**config.mk**
```make
export PLATFORM = sky130hd
export DESIGN_NAME = temp_sensor_rx
export DESIGN_NICKNAME = d
export VERILOG_FILES = /design/src/rtl/temp_sensor_pkg.sv /design/src/rtl/temp_avg_sat.sv /design/src/rtl/temp_sensor_rx.sv
export SDC_FILE = /design/constraint.sdc
export NUM_CORES = 1
export LEC_CHECK = 0
export CORE_MARGIN = 2
export CORE_UTILIZATION = 55
export CTS_BUF_LIST = sky130_fd_sc_hd__clkbuf_2 sky130_fd_sc_hd__clkbuf_4 sky130_fd_sc_hd__clkbuf_8
export DETAILED_ROUTE_END_ITERATION = 8
export PLACE_DENSITY = 0.77
export SYNTH_ARGS = -nofsm -noshare
export SYNTH_HDL_FRONTEND = slang
export SYNTH_SLANG_ARGS = --single-unit
```
**constraint.sdc**
```tcl
create_clock -name clk -period 2.15 [get_ports clk]
set_input_delay 0.43 -clock clk [delete_from_list [all_inputs] [get_ports clk]]
set_output_delay 0.43 -clock clk [all_outputs]
set_load 0.05 [all_outputs]
```
**src/rtl/temp_sensor_pkg.sv**
```systemverilog
// Shared types and constants for the serial temperature sensor front-end.
// Optional build macro SENSOR_FAULT_EN is consumed by temp_avg_sat.
package temp_sensor_pkg;

    typedef enum logic [1:0] {
        IDLE,
        SETUP,
        SHIFT,
        DONE
    } rx_state_t;

    localparam int TEMP_W = 5;
    localparam logic [TEMP_W-1:0] TEMP_SAT_MAX = 5'd31;
    // Mid comfort band: neither heating nor cooling until real data arrives.
    localparam logic [TEMP_W-1:0] TEMP_RESET   = 5'd20;

endpackage

```
**src/rtl/temp_avg_sat.sv**
```systemverilog
// Averages 2^AVG_LOG2 sensor readings, saturates to TEMP_W bits, strobes temp_valid.
// Define SENSOR_FAULT_EN to reject all-ones/all-zeros readings and raise fault.
module temp_avg_sat
    import temp_sensor_pkg::*;
#(
    parameter int DATA_BITS = 8,
    parameter int AVG_LOG2  = 2
) (
    input  logic                 clk,
    input  logic                 rst,
    input  logic                 sample_valid,
    input  logic [DATA_BITS-1:0] sample,
    output logic [TEMP_W-1:0]    temperature,
    output logic                 temp_valid,
    output logic                 fault
);

    localparam int ACC_W = DATA_BITS + AVG_LOG2;
    localparam int CNT_W = AVG_LOG2 + 1;
    localparam logic [CNT_W-1:0] CNT_LAST = CNT_W'((1 << AVG_LOG2) - 1);

    logic [ACC_W-1:0]  acc_reg;
    logic [CNT_W-1:0]  cnt_reg;
    logic [TEMP_W-1:0] temp_reg;
    logic              valid_reg;
    logic [ACC_W-1:0]  sum_next;
    logic [ACC_W-1:0]  avg_next;
    logic [TEMP_W-1:0] sat_next;
    logic              accept;

    always_comb begin
        sum_next = acc_reg + ACC_W'(sample);
        avg_next = sum_next >> AVG_LOG2;
        sat_next = (avg_next > ACC_W'(TEMP_SAT_MAX)) ? TEMP_SAT_MAX : avg_next[TEMP_W-1:0];
    end

`ifdef SENSOR_FAULT_EN
    logic is_fault;
    logic fault_reg;

    // Open line reads all-ones (pull-up), shorted line reads all-zeros.
    assign is_fault = (sample == {DATA_BITS{1'b1}}) || (sample == '0);
    assign accept   = sample_valid && !is_fault;

    always_ff @(posedge clk) begin
        if (rst) begin
            fault_reg <= 1'b0;
        end else if (sample_valid) begin
            fault_reg <= is_fault;
        end
    end

    assign fault = fault_reg;
`else
    assign accept = sample_valid;
    assign fault  = 1'b0;
`endif

    always_ff @(posedge clk) begin
        if (rst) begin
            acc_reg   <= '0;
            cnt_reg   <= '0;
            temp_reg  <= TEMP_RESET;
            valid_reg <= 1'b0;
        end else begin
            valid_reg <= 1'b0;
            if (accept) begin
                if (cnt_reg == CNT_LAST) begin
                    temp_reg  <= sat_next;
                    valid_reg <= 1'b1;
                    acc_reg   <= '0;
                    cnt_reg   <= '0;
                end else begin
                    acc_reg <= sum_next;
                    cnt_reg <= cnt_reg + 1'b1;
                end
            end
        end
    end

    assign temperature = temp_reg;
    assign temp_valid  = valid_reg;

endmodule

```
**src/rtl/temp_sensor_rx.sv**
```systemverilog
// Periodic SPI-style reader for an 8-bit serial temperature sensor, feeding temp_avg_sat.
// Optional build macro SENSOR_FAULT_EN enables fault detection in the averager.
module temp_sensor_rx
    import temp_sensor_pkg::*;
#(
    parameter int CLK_DIV       = 4,
    parameter int SAMPLE_PERIOD = 1000,
    parameter int DATA_BITS     = 8,
    parameter int AVG_LOG2      = 2
) (
    input  logic              clk,
    input  logic              rst,
    input  logic              sdi,
    output logic              sclk,
    output logic              cs_n,
    output logic [TEMP_W-1:0] temperature,
    output logic              temp_valid,
    output logic              fault
);

    localparam int TIMER_W = $clog2(SAMPLE_PERIOD + 1);
    localparam int DIV_W   = $clog2(CLK_DIV + 1);
    localparam int BIT_W   = $clog2(DATA_BITS + 1);

    rx_state_t              state_reg;
    logic [TIMER_W-1:0]     timer_reg;
    logic [DIV_W-1:0]       div_reg;
    logic [BIT_W-1:0]       bit_reg;
    logic [DATA_BITS-1:0]   shift_reg;
    logic                   cs_n_reg;
    logic                   sclk_reg;
    logic                   timer_wrap;
    logic                   div_last;

    assign timer_wrap = (timer_reg == TIMER_W'(SAMPLE_PERIOD - 1));
    assign div_last   = (div_reg == DIV_W'(CLK_DIV - 1));

    always_ff @(posedge clk) begin
        if (rst) begin
            state_reg <= IDLE;
            timer_reg <= '0;
            div_reg   <= '0;
            bit_reg   <= '0;
            shift_reg <= '0;
            cs_n_reg  <= 1'b1;
            sclk_reg  <= 1'b0;
        end else begin
            timer_reg <= timer_wrap ? '0 : timer_reg + 1'b1;
            case (state_reg)
                IDLE: begin
                    cs_n_reg <= 1'b1;
                    sclk_reg <= 1'b0;
                    if (timer_wrap) begin
                        state_reg <= SETUP;
                        cs_n_reg  <= 1'b0;
                        div_reg   <= '0;
                        bit_reg   <= '0;
                    end
                end
                SETUP: begin
                    if (div_last) begin
                        div_reg   <= '0;
                        state_reg <= SHIFT;
                    end else begin
                        div_reg <= div_reg + 1'b1;
                    end
                end
                SHIFT: begin
                    if (div_last) begin
                        div_reg  <= '0;
                        sclk_reg <= ~sclk_reg;
                        // Rising edge captures; falling edge counts a completed bit.
                        if (!sclk_reg) begin
                            shift_reg <= {shift_reg[DATA_BITS-2:0], sdi};
                        end else if (bit_reg == BIT_W'(DATA_BITS - 1)) begin
                            bit_reg   <= '0;
                            cs_n_reg  <= 1'b1;
                            state_reg <= DONE;
                        end else begin
                            bit_reg <= bit_reg + 1'b1;
                        end
                    end else begin
                        div_reg <= div_reg + 1'b1;
                    end
                end
                DONE: begin
                    state_reg <= IDLE;
                end
                default: begin
                    state_reg <= IDLE;
                end
            endcase
        end
    end

    temp_avg_sat #(
        .DATA_BITS (DATA_BITS),
        .AVG_LOG2  (AVG_LOG2)
    ) u_avg (
        .clk          (clk),
        .rst          (rst),
        .sample_valid (state_reg == DONE),
        .sample       (shift_reg),
        .temperature  (temperature),
        .temp_valid   (temp_valid),
        .fault        (fault)
    );

    assign cs_n = cs_n_reg;
    assign sclk = sclk_reg;

endmodule
```
==> impl_metrics.ini <==
[critical_path]
critPathLaunch = u_avg.acc_reg[0]
crit_type = flip-flop to flip-flop
arrival_ns = 2.31
crit_path_end_kind = flip-flop
rr_endpoint = u_avg.temperature[3]
reg2reg_depth = 9
reg2reg_from = u_avg.acc_reg[0]
start_kind = flip-flop
rrSetupSlack_ns = 0.05
crit_path_max_fanout = 3
required_ns = 2.36
endpoint = u_avg.temperature[3]

[pwr]
p_sw_share_pct = 21.8
ir_worst_vdd_uv = 527
p_sw_mw = 0.399
p_per_area_mw_per_mm2 = 606
p_comb_share_pct = 10.1
power_frac_clock_pct = 40.1
p_total_mw = 1.83
power_leakage_nw = 1.11
power_frac_seq_pct = 49.8
p_int_mw = 1.43

[clock_network]
cts_buffer_depth = 2
clock_latency_ns = 0.29
cts.sinks = 48
htreeDepth = 2
clk_pin_slew_ns = 0.09
numCtsBuffers = 5
holdBufCountCts = 0
ctsRootBufferMaster = clkbuf_8
tritoncts = done

[die]
die_area_sq_mm = 0.00514
rows = 24
die_x_um = 71.7
dieHeight_um = 71.7
ios = 12
initial_core_util_pct = 57.4
fp.coreArea_sq_mm = 0.00438

[synth]
yosys.area.top_type = dfxtp_1
synth-adder-area-share_pct = 8.74
synth_edf_count = 0
postSynth.asyncResetShare_pct = 0
synth_nets = 311
synth_top_family_by_area = compound AO/OA/AOI/OAI gates
synthTopCellsByArea = dfxtp_1 (38%), ha_1 (7.9%), nor2_1 (6.3%)
synth_xor_area_share_pct = 4.17
synthTopCellsByCount = dfxtp_1 (48), nor2_1 (42), a21oi_1 (27), nand2_1 (27), ha_1 (16)
synthCells = 291
ys_seq_elements = 48
synthDominantCellAreaShare_pct = 38.2
syn_area_per_cell_sq_um = 8.66
synth.mux.area_fraction_pct = 1.19
ys.flop_type = dfxtp_1
netlist_area_sq_mm = 0.00252
ys_seq_area_share_pct = 38.2
synth_compound_area_share_pct = 22.7
yosys.area_share.simple_pct = 20.8
yosys_warnings = 0
yosysUniqueCellTypes = 51
synthMostInstantiatedCell = dfxtp_1

[placed_design]
io_buffers = 10
hpwl_mm = 3.53
pre_cts_ws_ns = -0.0708
place_congestion = 0.916

[timing]
setup_ws_ns = 0.0506
post-route-period-util_pct = 97.6
final_hold_viol_count = 0
rsz0062_at_grt = true
finClkSkew_ns = 0.00923
max_freq_mhz = 476
slew_viol_final = 0
slew_headroom_pct = 64.5
min_period_ns = 2.10
setup_viol = 0
worst_slew_pin_slew_ns = 0.530

[finish]
multi_input_area_sq_mm = 0.00160
utilization_pct = 68.8
diodes = 0
layout.nets = 331
syn_to_final_growth_pct = 19.8
drive_gt1_share_pct = 18.3
nFillCells = 360
final-seq-area_sq_um = 967

[global_routing]
grt.met3_usage_pct = 3.94
grt_antenna_before_repair = 0
gr-usage-met1_pct = 30.1
grt_pass1_wl_mm = 9.13
grt_max_degree = 33
busiest_layer = met2
overflow = 0
track_usage_pct = 22.1
grt_pass1_vias = 2005
use_met2_pct = 35.8

[routing]
dr.pass1.iters = 4
drtIter0Drc = 100
drtAntennaViolNets = 0
vias_per_cell = 5.87
num_vias = 2132
wl_per_cell_um = 14.3
wl_mm = 5.21
drc = 0

[run_status]
status = completed

[job]
max_cap_violations = 0

[worst_hold_path]
min_path_type = flip-flop to flip-flop
==> worst min path at each step <==
stage,startpoint,endpoint,depth (start not counted)
6_report,timer_reg[0],timer_reg[0],1
5_1_grt,shift_reg[1],shift_reg[1],2
4_1_cts,timer_reg[0],timer_reg[0],1
3_5_place_dp,timer_reg[0],timer_reg[0],1
3_3_place_gp,timer_reg[0],timer_reg[0],1
2_1_floorplan,timer_reg[0],timer_reg[0],1
==> stage by stage <==
step,hold slack (ns),instances,instance area [sq um],setup TNS [ns]
6_report,0.472,363,3020,0
5_1_grt,0.504,363,3020,-0.0895
4_1_cts,0.470,362,2920,0
3_5_place_dp,0.454,353,2710,-0.275
3_3_place_gp,0.439,353,2710,-0.0402
2_1_floorplan,0.426,291,2520,0
==> power groups by stage <==
stage	Combinational [mW]	Sequential, mW	Clock [mW]
final	0.184	0.911	0.734
after global routing	0.201	0.914	0.776
after CTS	0.181	0.912	0.751
after detailed placement	0.178	0.933	0
after global placement	0.176	0.932	0
after floorplan	0.134	0.930	0
==> metal layers <==
| metal | vias to the layer above | wire length (um) |
|---|---|---|
| met5 | - | 0 |
| met1 | 1007 | 2560 |
| met2 | 50 | 2400 |
| met4 | 0 | 46 |
| li1 | 1069 | - |
| met3 | 6 | 203 |
==> cell usage in the layout, fill, tap and decap left out, drive strengths merged, types with 6 or more instances in the layout <==
cell type / instances
dfxtp: 48
nor2: 42
nand2: 27
a21oi: 27
ha: 16
buf: 15
inv: 12
clkdlybuf4s50: 10
a211oi: 9
o21ai: 7
nor2b: 6
nand3: 6
xnor2: 6
xor2: 6
nand2b: 6
==> cell type report <==
class                           instances  share of cell area, %
Timing Repair Buffer                   25                   7.05
Sequential cell                        48                   32.0
Multi-Input combinational cell        219                   53.0
Tap cell                               52                   2.16
Clock buffer                            5                   2.28
Inverter                               12                   1.49
Clock inverter                          2                   1.99
==> critical path: stages, from the launching register on <==
cell and delay [ns]:
dfxtp_2 0.36, ha_4 0.14, inv_2 0.03, fa_2 0.33
nand2b_4 0.15, a211o_1 0.29, a221oi_4 0.32, a2111oi_4 0.06
buf_4 0.16, a211oi_2 0.17
==> cells by family after synthesis <==
group | Yosys count
compound gates | 75
xor+xnor | 12
fa+ha+maj | 17
buf+inv | 24
flops | 48
mux | 3
other cells | 1
simple gates | 111
==> repair_timing <==
action | CTS | global route
setup buffers | 2 | 1
gates resized for setup | 14 | 16
gates cloned | 0 | 0
pin swaps | 7 | 3
setup endpoints to repair | 5 | 5
Power figures use the tool's default switching activity.
==> variant, RTL diff (config.mk and constraints unchanged) <==
The 4 states of `rx_state_t` get a Gray code encoding in 2 bits.
--- a/src/rtl/temp_sensor_pkg.sv
+++ b/src/rtl/temp_sensor_pkg.sv
@@ -3,10 +3,10 @@
 package temp_sensor_pkg;
 
     typedef enum logic [1:0] {
-        IDLE,
-        SETUP,
-        SHIFT,
-        DONE
+        IDLE  = 2'b00,
+        SETUP = 2'b01,
+        SHIFT = 2'b11,
+        DONE  = 2'b10
     } rx_state_t;
 
     localparam int TEMP_W = 5;
Check against the original RTL: same outputs for any inputs over 10 cycles, from zero or initial values and one cycle with rst high; not proved beyond that.
==> variant against the original RTL <==
  * Sequential cell count stayed put
  * Count of clock-buffer cells in the layout up 2
  * Clock skew decreased by 0.0031 ns
  * Sequential share of layout area increased by 3.2 points
  * Synthesized area fell by 7.5%
  * First-iteration DRC count rose by 32%
  * Setup slack improved by 0.0014 ns
  * Design area down 9.3%
  * Final cell count fell by 7.2%
  * Wire length shrank 11%
Power is not compared: it rests on default switching activity, and its combinational part moved more than twofold at a synthesized area within 25%.
==> variant: results (changes against the original RTL) <==
uppermost layer routed - met4 (unchanged)
leakage power - 1.050 nW
met2 routed WL - 2.200 mm (was 2.401 mm)
Netlist cell types - 49 (was 51)
slew of the pin with the lowest slew margin - 0.4994 ns (was 0.5301 ns)
Synth top area share - 0.4122 (was 0.3815)
R2R setup slack - 0.05 ns
Worst Min Path Start - div_reg[2] (was timer_reg[0])
prevailing post-synth register cell - dfxtp_1 (unchanged)
GRT Total Usage - 0.1960 (was 0.2205)
global-route wire length before repair - 7.783 mm (was 9.128 mm)
Ant. Diodes - 0 (unchanged)
placed inst area - 2561 um^2 (was 2714 um^2)
Fill cells - 323 (was 360)
critical path's largest stage delay - 0.37 ns
vias in the first global route - 1,772 (was 2,005)
ys async rst share - 0 (unchanged)
wl on met1 - 2.240 mm (was 2.556 mm)
gpl congestion - 0.7712 (was 0.9156)
DP HPWL - 3.219 mm (was 3.531 mm)
nets@finish - 302 (was 331)
DR WL met3 - 151 um (was 203 um)
Vias - 1,906 (was 2,132)
initial DRC count - 132 (was 100)
reg-to-reg startpoint - shift_reg[0] (was u_avg.acc_reg[0])
layout cells sized above 1 - 0.1463 (was 0.1833)
Worst-path clk slew - 0.09 ns (about the same)
outcome - completed (unchanged)
drt total wl - 4.660 mm (was 5.208 mm)
leading post-synthesis cells by cell area - dfxtp_1, nor2_1, ha_1 (was dfxtp_1, ha_1, nor2_1)
sequential element share of the synthesized area - 0.4122 (was 0.3815)
Crit path arrival time - 2.27 ns (was 2.31 ns)
Hold Path Depth - 2 (was 1)
skew final - 0.006110 ns (was 0.009229 ns)
crit path max fanout - 5 (was 3)
FF-to-FF End - u_avg.temperature[3] (unchanged)
Syn. warnings - 0 (unchanged)
VDD IR-drop max - 449.2 uV
pin count of the biggest net entering global routing - 39 (was 33)
CP max-delay cell - fa_2 (was dfxtp_2)
Net Count, Synth - 281 (was 311)
hold endpoint - div_reg[2] (was timer_reg[0])
Clk Latency, worst-skew pair - 0.30 ns
most frequent cells after synthesis - nor2_1, dfxtp_1, a21oi_1, nand2_1, ha_1 (was dfxtp_1, nor2_1, a21oi_1, nand2_1, ha_1)
==> variant: cell types whose count changed after synthesis, sizes merged, moves of 3 or more <==
cell	change
nand2	-12
a21oi	-9
nor2	+8
mux2i	+6
a211oi	-5
and2	-4
ha	-4
inv	-4
nand2b	-4
or3	+4
o21ai	+3
==> variant: metal layers <==
layer,global-route usage,vias to the layer above
li1,-,970
met5,0,-
met4,0.05664,0
met1,0.2486,894
met2,0.3291,33
met3,0.04971,9
==> variant: cells by family after synthesis <==
group	share of synthesized area
compound gates	0.1739
xor+xnor	0.04509
fa+ha+maj	0.07300
buf+inv	0.03113
flops	0.4122
mux	0.04992
other cells	0.001609
simple gates	0.2131
==> variant: worst max path at each step <==
stage	startpoint	slack, ns	cells after the start	end
finish	shift_reg[0]	0.05	9	u_avg.temperature[3]
global route	shift_reg[0]	-0.02	10	u_avg.temperature[0]
CTS	shift_reg[0]	0.01	10	u_avg.temperature[3]
detailed placement	shift_reg[0]	0.007	9	u_avg.temperature[3]
global placement	shift_reg[0]	0.03	9	u_avg.temperature[3]
floorplan	shift_reg[0]	0.03	9	u_avg.temperature[0]
==> variant: layout make-up <==
type                            instances  share of cell area
Clock inverter                          1             0.01097
Inverter                                8             0.01097
Tap cell                               50             0.02285
Clock buffer                            7             0.03519
Sequential cell                        48              0.3528
Multi-Input combinational cell        199              0.4877
Timing Repair Buffer                   24             0.07952
==> variant: repair_timing <==
| action | in CTS | in global routing |
|---|---|---|
| resized for setup | 1 | 10 |
| pin swaps | 0 | 7 |
| buffers inserted | 0 | 1 |
| endpoints found under the setup margin | 3 | 5 |
==> variant: report_power, final <==
group / switching, mW / internal [mW] / leakage (nW)
Sequential: 0.0129 / 0.897 / 0.390
Combinational: 0.0281 / 0.0209 / 0.596
Clock: 0.289 / 0.410 / 0.0645
Total: 0.330 / 1.33 / 1.05
==> variant: worst register-to-register path, cell delays in order (launching register included) <==
cell      delay [ns]
dfxtp_2         0.36
ha_4            0.14
inv_2           0.04
fa_2            0.37
nor2b_2         0.14
o211ai_1        0.09
a211o_1         0.27
o211a_1         0.15
a211oi_4        0.29
a311oi_1        0.13
==> variant: stage by stage <==
stage            util  setup slack (ns)  cells  setup TNS [ns]  hold slack, ns
5_1_grt        0.6795          -0.02066    337        -0.06099          0.4835
4_1_cts        0.6689           0.01467    336               0          0.4683
3_3_place_gp   0.6357           0.02983    328               0          0.4273
6_report       0.6795           0.05197    337               0          0.4610
2_1_floorplan       -           0.03310    265               0          0.4149
3_5_place_dp   0.6357          0.006967    328               0          0.4559
